--- src/rtl/xmii_pkg.sv ---
// Shared definitions for the xMII receive pin driver: clock FSM and
// isolation FSM state encodings, plus the low-phase counter width helper.
package xmii_pkg;

    // Forwarded receive clock phase.
    typedef enum logic {
        CLK_HIGH = 1'b0,
        CLK_LOW  = 1'b1
    } clk_state_t;

    // Pad isolation state. DRAIN is only reachable when frame-aware
    // isolation (XMII_RX_FRAME_ISOLATE_EN) is compiled in.
    typedef enum logic [1:0] {
        ISO_ISOLATED = 2'd0,
        ISO_ACTIVE   = 2'd1,
        ISO_DRAIN    = 2'd2
    } iso_state_t;

    // Width of a counter that must hold values 0..low_cycles.
    function automatic int low_cnt_width(input int low_cycles);
        return $clog2(low_cycles + 1);
    endfunction

endpackage

--- src/rtl/xmii_rx_clkgen.sv ---
// Forwarded receive clock generator. rx_clk is low while the FSM is in
// CLK_LOW: it falls on the ce that updates data and rises LOW_CYCLES clocks
// later. A ce arriving during the low phase is flagged on ce_err and restarts
// the low phase. LOW_CYCLES legal range is 1..15.
module xmii_rx_clkgen
    import xmii_pkg::*;
#(
    parameter int LOW_CYCLES = 2
) (
    input  logic       clk,
    input  logic       rst_n,
    input  logic       ce,
    output clk_state_t state,
    output logic       ce_err
);

    localparam int CW = low_cnt_width(LOW_CYCLES);
    localparam logic [CW-1:0] RELOAD = CW'(LOW_CYCLES - 1);

    clk_state_t    state_next;
    logic [CW-1:0] low_cnt;
    logic [CW-1:0] low_cnt_next;
    logic          ce_err_next;

    // State, low-phase counter and error pulse registers.
    always_ff @(posedge clk or negedge rst_n) begin
        if (!rst_n) begin
            state   <= CLK_HIGH;
            low_cnt <= '0;
            ce_err  <= 1'b0;
        end else begin
            state   <= state_next;
            low_cnt <= low_cnt_next;
            ce_err  <= ce_err_next;
        end
    end

    // Next-state logic: enter LOW on ce, count down, return HIGH at zero.
    always_comb begin
        state_next   = state;
        low_cnt_next = low_cnt;
        ce_err_next  = 1'b0;
        case (state)
            CLK_HIGH: begin
                if (ce) begin
                    state_next   = CLK_LOW;
                    low_cnt_next = RELOAD;
                end
            end
            CLK_LOW: begin
                if (ce) begin
                    // Early update: data still moves, low phase restarts.
                    ce_err_next  = 1'b1;
                    low_cnt_next = RELOAD;
                end else if (low_cnt != '0) begin
                    low_cnt_next = low_cnt - CW'(1);
                end else begin
                    state_next = CLK_HIGH;
                end
            end
            default: begin
                state_next = CLK_HIGH;
            end
        endcase
    end

endmodule

--- src/rtl/xmii_io_rx.sv ---
// Receive-side pin driver for the PHY-to-MAC path. Registers data/valid/error
// on each ce strobe, forwards a receive clock, and produces a frame-aware pad
// output enable. Optional feature macro: XMII_RX_FRAME_ISOLATE_EN (defer
// isolation until the current frame has ended, via a DRAIN state).
module xmii_io_rx
    import xmii_pkg::*;
#(
    parameter int DATA_W     = 4,
    parameter int LOW_CYCLES = 2
) (
    input  logic              clk,
    input  logic              rst_n,
    input  logic              isolate,
    input  logic              ce,
    input  logic              valid,
    input  logic              err,
    input  logic [DATA_W-1:0] data,
    output logic              rx_clk,
    output logic              rx_dv,
    output logic              rx_er,
    output logic [DATA_W-1:0] rxd,
    output logic              out_en,
    output logic              ce_err
);

    clk_state_t clk_state;
    iso_state_t iso_state;
    iso_state_t iso_next;
    logic       idle_ce;

    // A ce carrying valid=0 marks an inter-frame gap: the only safe point
    // to switch the pads on or off.
    assign idle_ce = ce & ~valid;

    // Output data registers, updated on every ce regardless of out_en.
    always_ff @(posedge clk or negedge rst_n) begin
        if (!rst_n) begin
            rx_dv <= 1'b0;
            rx_er <= 1'b0;
            rxd   <= '0;
        end else if (ce) begin
            rx_dv <= valid;
            rx_er <= err;
            rxd   <= data;
        end
    end

    xmii_rx_clkgen #(
        .LOW_CYCLES(LOW_CYCLES)
    ) u_clkgen (
        .clk   (clk),
        .rst_n (rst_n),
        .ce    (ce),
        .state (clk_state),
        .ce_err(ce_err)
    );

    assign rx_clk = (clk_state == CLK_HIGH);

    // Isolation state register.
    always_ff @(posedge clk or negedge rst_n) begin
        if (!rst_n) begin
            iso_state <= ISO_ISOLATED;
        end else begin
            iso_state <= iso_next;
        end
    end

    // Isolation next-state: enable only at a gap, disable per build option.
    always_comb begin
        iso_next = iso_state;
        case (iso_state)
            ISO_ISOLATED: begin
                if (!isolate && idle_ce) begin
                    iso_next = ISO_ACTIVE;
                end
            end
            ISO_ACTIVE: begin
                if (isolate) begin
`ifdef XMII_RX_FRAME_ISOLATE_EN
                    // Already at a gap: skip the DRAIN cycle.
                    iso_next = idle_ce ? ISO_ISOLATED : ISO_DRAIN;
`else
                    iso_next = ISO_ISOLATED;
`endif
                end
            end
`ifdef XMII_RX_FRAME_ISOLATE_EN
            ISO_DRAIN: begin
                if (!isolate) begin
                    iso_next = ISO_ACTIVE;
                end else if (idle_ce) begin
                    iso_next = ISO_ISOLATED;
                end
            end
`endif
            default: begin
                iso_next = ISO_ISOLATED;
            end
        endcase
    end

    // Pads drive in ACTIVE and while draining the frame in flight.
    assign out_en = (iso_state != ISO_ISOLATED);

endmodule

--- config.mk ---
export PLATFORM = sky130hd
export DESIGN_NAME = xmii_io_rx
export DESIGN_NICKNAME = d
export VERILOG_FILES = /design/src/rtl/xmii_pkg.sv /design/src/rtl/xmii_rx_clkgen.sv /design/src/rtl/xmii_io_rx.sv
export SDC_FILE = /design/constraint.sdc
export NUM_CORES = 1
export LEC_CHECK = 0
export CAP_MARGIN = 0
export CORE_AREA = 2 2 39 41
export CTS_BUF_LIST = sky130_fd_sc_hd__clkbuf_4 sky130_fd_sc_hd__clkbuf_8
export CTS_CLUSTER_DIAMETER = 50
export CTS_CLUSTER_SIZE = 25
export DETAILED_ROUTE_END_ITERATION = 10
export DIE_AREA = 0 0 41 43
export PLACE_DENSITY_LB_ADDON = 0.2
export SETUP_SLACK_MARGIN = 0.3
export SLEW_MARGIN = 20
export SYNTH_ARGS = -nofsm -noshare
export SYNTH_HDL_FRONTEND = slang
export SYNTH_SLANG_ARGS = --single-unit
--- constraint.sdc ---
create_clock -name clk -period 1.7 [get_ports clk]
set_input_delay 0.34 -clock clk [delete_from_list [all_inputs] [get_ports clk]]
set_output_delay 0.34 -clock clk [all_outputs]
set_load 0.05 [all_outputs]
==> results.tsv, run 1 <==
stage	metric	value	unit
route	Antenna Violating Nets Remaining	0	
route	remaining routing DRC violations	0	
route	Vias	322	
critical_path	Required @ worst endpoint	1.86	ns
floorplanning	row count	14	
synth	Yosys reg bits	11	
synth	Netlist Area Pre-Place	444	um^2
global_routing	met1 usage	14.2	%
global_routing	grt met3 use	4.71	%
global_routing	grt ovf	0	
sta	Rel. slew slack	68.4	%
synth	Ys Warns	0	
sta	final hold viol count	0	
place	Area after DPL	632	um^2
route	Initial DRC Count	3	
cts	H-tree Lvls	1	
final_layout	fin nets	69	
place	PortBufs	18	
sta	Worst-Margin Slew	0.473	ns
power_and_ir_drop	P_leak	0.324	nW
critical_path	R2R cell count	4	
route	vias per inst	4.41	
synth	Mean Syn Cell Area	13.5	um^2
floorplanning	core area	1380	um^2
floorplanning	Die Wd	41	um
global_routing	GR peak layer	met2	
place	dpl ws	0.172	ns
global_routing	Tot GR Track Use	11.5	%
power_and_ir_drop	Power per Cell Area	1280	nW/um^2
global_routing	largest net degree at the start of global routing	12	
sta	Final Skew	0.00607	ns
job	max cap viols	0	
cts	CTS root buf	clkbuf_4	
sta	Final WS setup	0.345	ns
critical_path	CP Launch Type	register	
sta	pins over their slew limit	0	
route	drt total wl	841	um
place	GPL Wtd Cong	0.536	
critical_path	CP max stage delay	0.48	ns
critical_path	Setup crit end kind	register	
synth	Unique masters post-synth	15	
critical_path	setup slack, reg-to-reg	0.35	ns
critical_path	CP max-delay cell	or4b_4	
final_layout	commonest cells after routing, fill and taps aside	buf_4 (12), dfrtp_1 (11), clkdlybuf4s50_1 (9), mux2_2 (6)	
synth	Synthesized Nets	44	
global_routing	vias in the first global route	319	
synth	sequential area share after synthesis	62.0	%
sta	Final min period	1.35	ns
global_routing	met2 usage	16.6	%
final_layout	share of cells above drive strength 1	43.9	%
critical_path	Worst Path Buf+Inv	1	
sta	period utilization	79.7	%
critical_path	Worst R2R Start	u_clkgen.low_cnt[0]$_DFFE_PN0P_	
final_layout	most common cell after layout, fill and taps aside	buf_4	
place	Post-DP HPWL	667	um
sta	RSZ-0062 raised after global routing	false	
run_status	status	finished, final reports clean	
route	routed length per instance	11.5	um
critical_path	worst-path maximum fanout	3	
critical_path	Cell Chain, Critical Path	inv_1, ha_1, or4b_4, o31ai_2	
final_layout	Ant. Diodes	0	
cts	clock buffer depth	2	
final_layout	Util after Layout	49.0	%
synth	Post-Syn Instances	33	
floorplanning	die footprint	1760	um^2
power_and_ir_drop	Worst VDD drop	0.000576	V
critical_path	Crit Path Category	register to register	
critical_path	worst r2r dst	u_clkgen.low_cnt[1]$_DFFE_PN0P_	
sta	Hold Slack	0.403	ns
final_layout	final instance area	678	um^2
sta	setup TNS	0	ns
cts	worst-skew pair later-pin latency	0.26	ns
cts	clk sink count	11	
critical_path	Worst Path Arrival	1.51	ns
floorplanning	die height	43	um
global_routing	initial antenna violation count	0	
route	drt pass-1 iters	3	
cts	Worst-path clk slew	0.07	ns
floorplanning	Ports	19	
global_routing	first-pass GRT wire length	1320	um
critical_path	Crit path max-delay family	simple AND/OR/NAND/NOR gates	
cts	CTS Buf Count	3	
final_layout	Area Growth Syn to Fin	52.7	%
critical_path	CP startpoint	u_clkgen.low_cnt[0]$_DFFE_PN0P_	
sta	Setup Viol. Count Final	0	
cts	CTS tree	yes	
hold_path	min-delay worst type	input pin to asynchronous set/reset pin	
sta	Peak Freq	738	MHz
floorplanning	effective utilization at floorplan	32.1	%
## layout make-up
class                      instances  area [um^2]
clock buffer                       4         30.0
tap                               16         20.0
multi-input combinational         17          158
sequential                        11          275
inverter                           4         15.0
timing repair buffer              21          180
fill                             127          706
## cells by family after synthesis
| logic type | share of synthesized area, % |
|---|---|
| flip-flops | 62.0 |
| multiplexers | 17.5 |
| AND/OR/NAND/NOR | 10.4 |
| buffers and inverters | 4.50 |
| AO/OA/AOI/OAI | 2.82 |
| adder cells (fa/ha/maj) | 2.82 |
## registers in the layout (all words and copies together) (netlist names)
name / count
rxd: 4
rx_er: 1
u_clkgen.state: 1
u_clkgen.low_cnt: 2
iso_state: 1
u_clkgen.ce_err: 1
rx_dv: 1
## layer usage
metal / routed length, um / up-vias
met2: 441 / 8
met5: 0 / -
li1: - / 158
met4: 4 / 0
met3: 46 / 2
met1: 349 / 154
## through the flow
step | instances | total power [mW]
2_1_floorplan | 33 | 0.549
3_3_place_gp | 68 | 0.636
3_5_place_dp | 68 | 0.660
4_1_cts | 72 | 0.849
5_1_grt | 73 | 0.929
6_report | 73 | 0.870
## synth_stat cells
| master | number | area share (%) |
|---|---|---|
| dfrtp_1 | 11 | 62 |
| and2_1 | 1 | 1.4 |
| mux2i_1 | 1 | 2.3 |
| or4b_1 | 1 | 2.3 |
| or2_2 | 1 | 1.4 |
| and2b_1 | 1 | 1.7 |
| buf_2 | 1 | 1.1 |
| nor2_1 | 1 | 0.84 |
| mux2_2 | 6 | 15 |
| o31ai_1 | 1 | 1.7 |
| nor2b_1 | 1 | 1.4 |
| ha_1 | 1 | 2.8 |
| inv_1 | 4 | 3.4 |
| a21oi_1 | 1 | 1.1 |
| nand2b_1 | 1 | 1.4 |
## report_power, final
part / switching [mW] / internal, mW / total, mW
sequential: 0.0283 / 0.313 / 0.341
clock: 0.0759 / 0.106 / 0.182
combinational: 0.199 / 0.148 / 0.347
total: 0.303 / 0.567 / 0.870
## worst max-delay path by stage
stage          depth (start not counted)  slack (ns)                              end
6_report                               4        0.35  u_clkgen.low_cnt[1]$_DFFE_PN0P_
5_1_grt                                4        0.30  u_clkgen.low_cnt[1]$_DFFE_PN0P_
4_1_cts                                4        0.30  u_clkgen.low_cnt[1]$_DFFE_PN0P_
3_5_place_dp                           3        0.17  u_clkgen.low_cnt[1]$_DFFE_PN0P_
3_3_place_gp                           3        0.26               rxd[1]$_DFFE_PN0P_
2_1_floorplan                          4        0.45  u_clkgen.low_cnt[1]$_DFFE_PN0P_
## what timing repair did
action	CTS	global route
setup endpoints to repair	0	1
hold buffers	0	0
resized for setup	0	2
setup buffers	0	1
Note: power is estimated with default switching activity, not from simulation.
==> run 2: changes to the inputs <==
- clock period: 1.7 -> 1.2 ns (I/O delays scaled with it)
==> run 2 against run 1 <==
Compared with the run above: the run now ends with setup timing left; setup slack worse by 0.49 ns; fmax is 1.0% higher; clock skew fell by 0.0036 ns; sequential power grew 48%; register-to-register slack got worse by 0.49 ns; core utilization increased by 13 points; hold slack lost 0.15 ns; flip-flop and latch count is the same.
==> results.tsv, run 2 (synthesis results as in run 1) <==
stage	metric	value	unit	change
run_status	status	finished, violations left		
run_status	violated checks	setup timing		
route	Initial DRC Count	1		-2
final_layout	fin nets	73		+5.8%
power_and_ir_drop	Power per Cell Area	1800	nW/um^2	+40%
floorplanning	Ports	19		unchanged
floorplanning	die footprint	1760	um^2	unchanged
critical_path	CP startpoint	u_clkgen.low_cnt[0]$_DFFE_PN0P_		
route	drt pass-1 iters	4		+1
power_and_ir_drop	P_leak	0.386	nW	+19%
power_and_ir_drop	Pwr Total	1.54	mW	+76%
floorplanning	die height	43	um	unchanged
final_layout	commonest cells after routing, fill and taps aside	buf_12 (9), clkdlybuf4s50_1 (8), mux2_2 (6), buf_4 (6), dfrtp_2 (6)		
route	Vias	345		+7.1%
route	routed length per instance	13.0	um	+13%
route	remaining routing DRC violations	0		unchanged
sta	Final Skew	0.00247	ns	-0.00360 ns
critical_path	Crit Path Category	register to register		
critical_path	CP max-delay cell	or4b_4		
global_routing	largest net degree at the start of global routing	12		unchanged
critical_path	Worst Path Arrival	1.52	ns	about the same
sta	period utilization	112	%	+32 points
route	drt total wl	1000	um	+19%
sta	Hold Slack	0.257	ns	-0.146 ns
critical_path	Worst R2R Start	u_clkgen.low_cnt[0]$_DFFE_PN0P_		
sta	pins over their slew limit	0		unchanged
critical_path	Crit path max-delay family	simple AND/OR/NAND/NOR gates		
route	Antenna Violating Nets Remaining	0		unchanged
critical_path	end of the critical path	u_clkgen.low_cnt[1]$_DFFE_PN0P_		
critical_path	CP max stage delay	0.50	ns	+0.02 ns
cts	Worst-path clk slew	0.07	ns	about the same
cts	CTS root buf	clkbuf_4		
cts	CTS tree	yes		
sta	RSZ-0062 raised after global routing	true		
cts	worst-skew pair later-pin latency	0.27	ns	about the same
critical_path	Worst Path Buf+Inv	1		unchanged
final_layout	Ant. Diodes	0		unchanged
place	PortBufs	18		unchanged
critical_path	Cell Chain, Critical Path	inv_1, ha_1, or4b_4, o31ai_4		
cts	CTS Buf Count	3		unchanged
critical_path	Required @ worst endpoint	1.38	ns	-0.48 ns
critical_path	worst-path maximum fanout	2		-1
floorplanning	effective utilization at floorplan	32.1	%	unchanged
hold_path	min-delay worst type	input pin to asynchronous set/reset pin		
global_routing	first-pass GRT wire length	1550	um	+17%
final_layout	register name with the most flops	rxd		
final_layout	Layout Cells excl Fill	77		+5.5%
final_layout	share of cells above drive strength 1	60.7	%	+17 points
sta	Final WS setup	-0.141	ns	-0.486 ns
sta	final hold viol count	0		unchanged
global_routing	Tot GR Track Use	14.1	%	+2.5 points
sta	Final min period	1.34	ns	-0.0139 ns
power_and_ir_drop	Worst VDD drop	0.000987	V	+71%
final_layout	most common cell after layout, fill and taps aside	buf_12		
floorplanning	row count	14		unchanged
critical_path	critical path depth	4		unchanged
final_layout	Area Growth Syn to Fin	92.4	%	
place	GPL Wtd Cong	0.583		+8.7%
cts	clk sink count	11		unchanged
place	Area after DPL	788	um^2	+25%
sta	Peak Freq	746	MHz	+1.0%
sta	Worst-Margin Slew	0.173	ns	-0.300 ns
critical_path	setup slack, reg-to-reg	-0.14	ns	-0.49 ns
final_layout	top flop regs	rxd (4), u_clkgen.low_cnt (2)		
job	max cap viols	0		unchanged
global_routing	vias in the first global route	365		+14%
sta	setup TNS	-0.151	ns	-0.151 ns
final_layout	final instance area	855	um^2	+26%
cts	clock buffer depth	2		unchanged
global_routing	grt ovf	0		unchanged
critical_path	Setup crit end kind	register		
critical_path	CP Launch Type	register		
cts	hold_buf cts	0		unchanged
route	vias per inst	4.48		+1.6%
sta	Setup Viol. Count Final	2		+2
critical_path	R2R cell count	4		unchanged
floorplanning	core area	1380	um^2	unchanged
cts	H-tree Lvls	1		unchanged
final_layout	Largest register FFs	4		unchanged
critical_path	worst r2r dst	u_clkgen.low_cnt[1]$_DFFE_PN0P_		
sta	Rel. slew slack	88.5	%	+20 points
global_routing	initial antenna violation count	0		unchanged
place	# placed instances	72		+5.9%
floorplanning	Die Wd	41	um	unchanged
## run 2: metrics by stage
stage	setup WS, ns	util (%)
3_3_place_gp	-0.142	57.0
4_1_cts	-0.142	59.9
2_1_floorplan	-0.0490	-
5_1_grt	-0.180	61.8
6_report	-0.141	61.8
3_5_place_dp	-0.211	57.0
## run 2: what timing repair did
| action | in CTS | in global routing |
|---|---|---|
| setup buffers | 0 | 1 |
| endpoints found under the setup margin | 18 | 19 |
| pin swaps | 0 | 0 |
| endpoints found under the hold margin | 0 | 0 |
| gates resized for setup | 2 | 4 |
## run 2: layout make-up
cell class | count | area, um^2
well taps | 16 | 20.0
multi-input cells | 17 | 174
fillers | 118 | 529
inverters | 4 | 18.8
repair buffers | 25 | 329
clock buffers | 4 | 30.0
flip-flops and latches | 11 | 283
## run 2: worst register-to-register path, stage by stage (launching register included)
cell     delay [ns]
dfrtp_1        0.35
inv_1          0.05
ha_1           0.29
or4b_4         0.50
o31ai_4        0.07
## run 2: how the worst min path moves through the flow
stage                        from                        to  slack, ns  cells past startpoint
3_5_place_dp                rst_n  iso_state[0]$_DFFE_PN0P_       0.55                      2
2_1_floorplan               rst_n  iso_state[0]$_DFFE_PN0P_      -0.06                      0
6_report                    rst_n  iso_state[0]$_DFFE_PN0P_       0.26                      2
5_1_grt                     rst_n        rxd[3]$_DFFE_PN0P_       0.26                      2
3_3_place_gp   rxd[1]$_DFFE_PN0P_        rxd[1]$_DFFE_PN0P_       0.54                      1
4_1_cts                     rst_n  iso_state[0]$_DFFE_PN0P_       0.25                      2
## run 2: power by group
part / internal [mW] / total (mW) / switching (mW) / leakage [nW]
sequential: 0.447 / 0.506 / 0.0593 / 0.123
combinational: 0.408 / 0.753 / 0.345 / 0.245
clock: 0.151 / 0.276 / 0.125 / 0.0184
## run 2: per-layer routing
layer  track usage, %  share of wire [%]  up-vias
met4             10.0                1.7        0
met2             22.5                 55       11
met1             13.9                 38      167
li1                 -                  -      163
met5                0                  0        -
met3             5.24                5.2        4
==> run 3: changes to the inputs <==
- clock period: 1.2 -> 1.6 ns (I/O delays scaled with it)
==> run 3 against run 2 <==
Compared with the run above: the run now ends clean; final cell count is 2.6% lower; critical path depth stayed put; routed wire length decreased by 11%; cell area is 15% lower; non-clock buffer count fell by 2; total power shrank 31%; clock skew hardly changed; combinational power decreased by 35%.
==> results.tsv, run 3 (synthesis results as in run 1) <==
stage	metric	value	unit	change
floorplanning	die footprint	1760	um^2	unchanged
route	Vias	331		-4.1%
sta	period utilization	81.6	%	-30 points
sta	Setup Viol. Count Final	0		-2
critical_path	CP max-delay cell	or4b_4		
global_routing	Tot GR Track Use	13.0	%	-1.0 points
job	max cap viols	0		unchanged
route	vias per inst	4.41		-1.5%
sta	Final Skew	0.00275	ns	+0.000281 ns
critical_path	Setup crit end kind	register		
route	drt total wl	887	um	-11%
floorplanning	core area	1380	um^2	unchanged
sta	Final min period	1.31	ns	-0.0351 ns
final_layout	commonest cells after routing, fill and taps aside	buf_4 (13), dfrtp_1 (11), clkdlybuf4s50_1 (9), mux2_2 (6), clkbuf_4 (4)		
cts	CTS root buf	clkbuf_4		
floorplanning	die height	43	um	unchanged
sta	final hold viol count	0		unchanged
final_layout	Layout Cells excl Fill	75		-2.6%
final_layout	most common cell after layout, fill and taps aside	buf_4		
global_routing	largest net degree at the start of global routing	12		unchanged
place	dpl ws	0.103	ns	+0.315 ns
sta	Hold Slack	0.388	ns	+0.131 ns
floorplanning	row count	14		unchanged
route	remaining routing DRC violations	0		unchanged
power_and_ir_drop	Worst VDD drop	0.000726	V	-26%
sta	Peak Freq	766	MHz	+2.7%
final_layout	Ant. Diodes	0		unchanged
route	routed length per instance	11.8	um	-9.1%
critical_path	Cell Chain, Critical Path	inv_2, ha_4, or4b_4, o31ai_4		
global_routing	grt ovf	0		unchanged
critical_path	setup slack, reg-to-reg	0.29	ns	+0.44 ns
critical_path	Worst Path Arrival	1.48	ns	-0.04 ns
cts	H-tree Lvls	1		unchanged
critical_path	Crit path max-delay family	simple AND/OR/NAND/NOR gates		
sta	pins over their slew limit	0		unchanged
sta	setup TNS	0	ns	+0.151 ns
cts	clk sink count	11		unchanged
sta	RSZ-0062 raised after global routing	true		
critical_path	worst-path maximum fanout	2		unchanged
power_and_ir_drop	Power per Cell Area	1450	nW/um^2	-19%
power_and_ir_drop	Pwr Total	1.05	mW	-31%
place	# placed instances	68		-5.6%
critical_path	worst r2r dst	u_clkgen.low_cnt[1]$_DFFE_PN0P_		
final_layout	fin nets	71		-2.7%
cts	CTS tree	yes		
cts	Worst-path clk slew	0.07	ns	about the same
run_status	status	finished, final reports clean		
route	Initial DRC Count	1		unchanged
critical_path	Worst R2R Start	u_clkgen.low_cnt[0]$_DFFE_PN0P_		
global_routing	vias in the first global route	334		-8.5%
route	Antenna Violating Nets Remaining	0		unchanged
sta	Final WS setup	0.294	ns	+0.435 ns
critical_path	Worst Path Buf+Inv	1		unchanged
critical_path	Crit Path Category	register to register		
sta	Worst-Margin Slew	0.498	ns	+0.325 ns
final_layout	share of cells above drive strength 1	50.8	%	-9.8 points
cts	CTS Buf Count	3		unchanged
critical_path	CP Launch Type	register		
global_routing	first-pass GRT wire length	1460	um	-5.4%
place	Area after DPL	644	um^2	-18%
final_layout	final instance area	727	um^2	-15%
hold_path	min-delay worst type	input pin to asynchronous set/reset pin		
place	GPL Wtd Cong	0.536		-8.1%
final_layout	Util after Layout	52.5	%	-9.2 points
route	drt pass-1 iters	3		-1
cts	hold_buf cts	0		unchanged
sta	Rel. slew slack	66.7	%	-22 points
cts	clock buffer depth	2		unchanged
cts	worst-skew pair later-pin latency	0.26	ns	about the same
final_layout	register name with the most flops	rxd		
critical_path	R2R cell count	4		unchanged
floorplanning	effective utilization at floorplan	32.1	%	unchanged
floorplanning	Ports	19		unchanged
final_layout	top flop regs	rxd (4), u_clkgen.low_cnt (2)		
place	PortBufs	18		unchanged
floorplanning	Die Wd	41	um	unchanged
final_layout	Largest register FFs	4		unchanged
power_and_ir_drop	P_leak	0.336	nW	-13%
global_routing	initial antenna violation count	0		unchanged
critical_path	CP max stage delay	0.49	ns	about the same
final_layout	Area Growth Syn to Fin	63.7	%	
critical_path	Required @ worst endpoint	1.77	ns	+0.39 ns
## run 3: cell types whose count changed in the layout (fill, tap and decap cells not counted), moves of 2 or more
cell     previous run  this run
buf_12              9         1
buf_4               6        13
dfrtp_1             5        11
dfrtp_2             6         0
inv_2               0         2
## run 3: final cells by class
| class | count | area [um^2] |
|---|---|---|
| flip-flops and latches | 11 | 275 |
| fillers | 125 | 657 |
| inverters | 4 | 15.0 |
| well taps | 16 | 20.0 |
| repair buffers | 23 | 208 |
| multi-input cells | 17 | 179 |
| clock buffers | 4 | 30.0 |
## run 3: power by group
group | total [mW] | internal, mW | switching (mW)
logic | 0.490 | 0.236 | 0.254
clock network | 0.202 | 0.113 | 0.0886
registers | 0.360 | 0.332 | 0.0280
## run 3: repair_timing
action | 4_1_cts | 5_1_grt
setup buffers | 1 | 2
pin swaps | 0 | 1
endpoints found under the setup margin | 1 | 1
resized for setup | 2 | 4
gates cloned | 0 | 0
## run 3: worst max-delay path by stage
| stage | startpoint | end | slack (ns) | cells after the start |
|---|---|---|---|---|
| 3_5_place_dp | ce | u_clkgen.low_cnt[1]$_DFFE_PN0P_ | 0.10 | 3 |
| 5_1_grt | u_clkgen.low_cnt[0]$_DFFE_PN0P_ | u_clkgen.low_cnt[1]$_DFFE_PN0P_ | 0.26 | 4 |
| 4_1_cts | u_clkgen.low_cnt[0]$_DFFE_PN0P_ | u_clkgen.low_cnt[1]$_DFFE_PN0P_ | 0.26 | 4 |
| 2_1_floorplan | u_clkgen.low_cnt[0]$_DFFE_PN0P_ | u_clkgen.low_cnt[1]$_DFFE_PN0P_ | 0.35 | 4 |
| 6_report | u_clkgen.low_cnt[0]$_DFFE_PN0P_ | u_clkgen.low_cnt[1]$_DFFE_PN0P_ | 0.29 | 4 |
| 3_3_place_gp | ce | rxd[1]$_DFFE_PN0P_ | 0.18 | 3 |
## run 3: routing by layer
metal / vias up / global-route usage [%] / routed length, um
li1: 161 / - / -
met1: 160 / 14.5 / 343
met2: 8 / 19.1 / 488
met3: 2 / 4.71 / 43
met4: 0 / 10.0 / 11
met5: - / 0 / 0
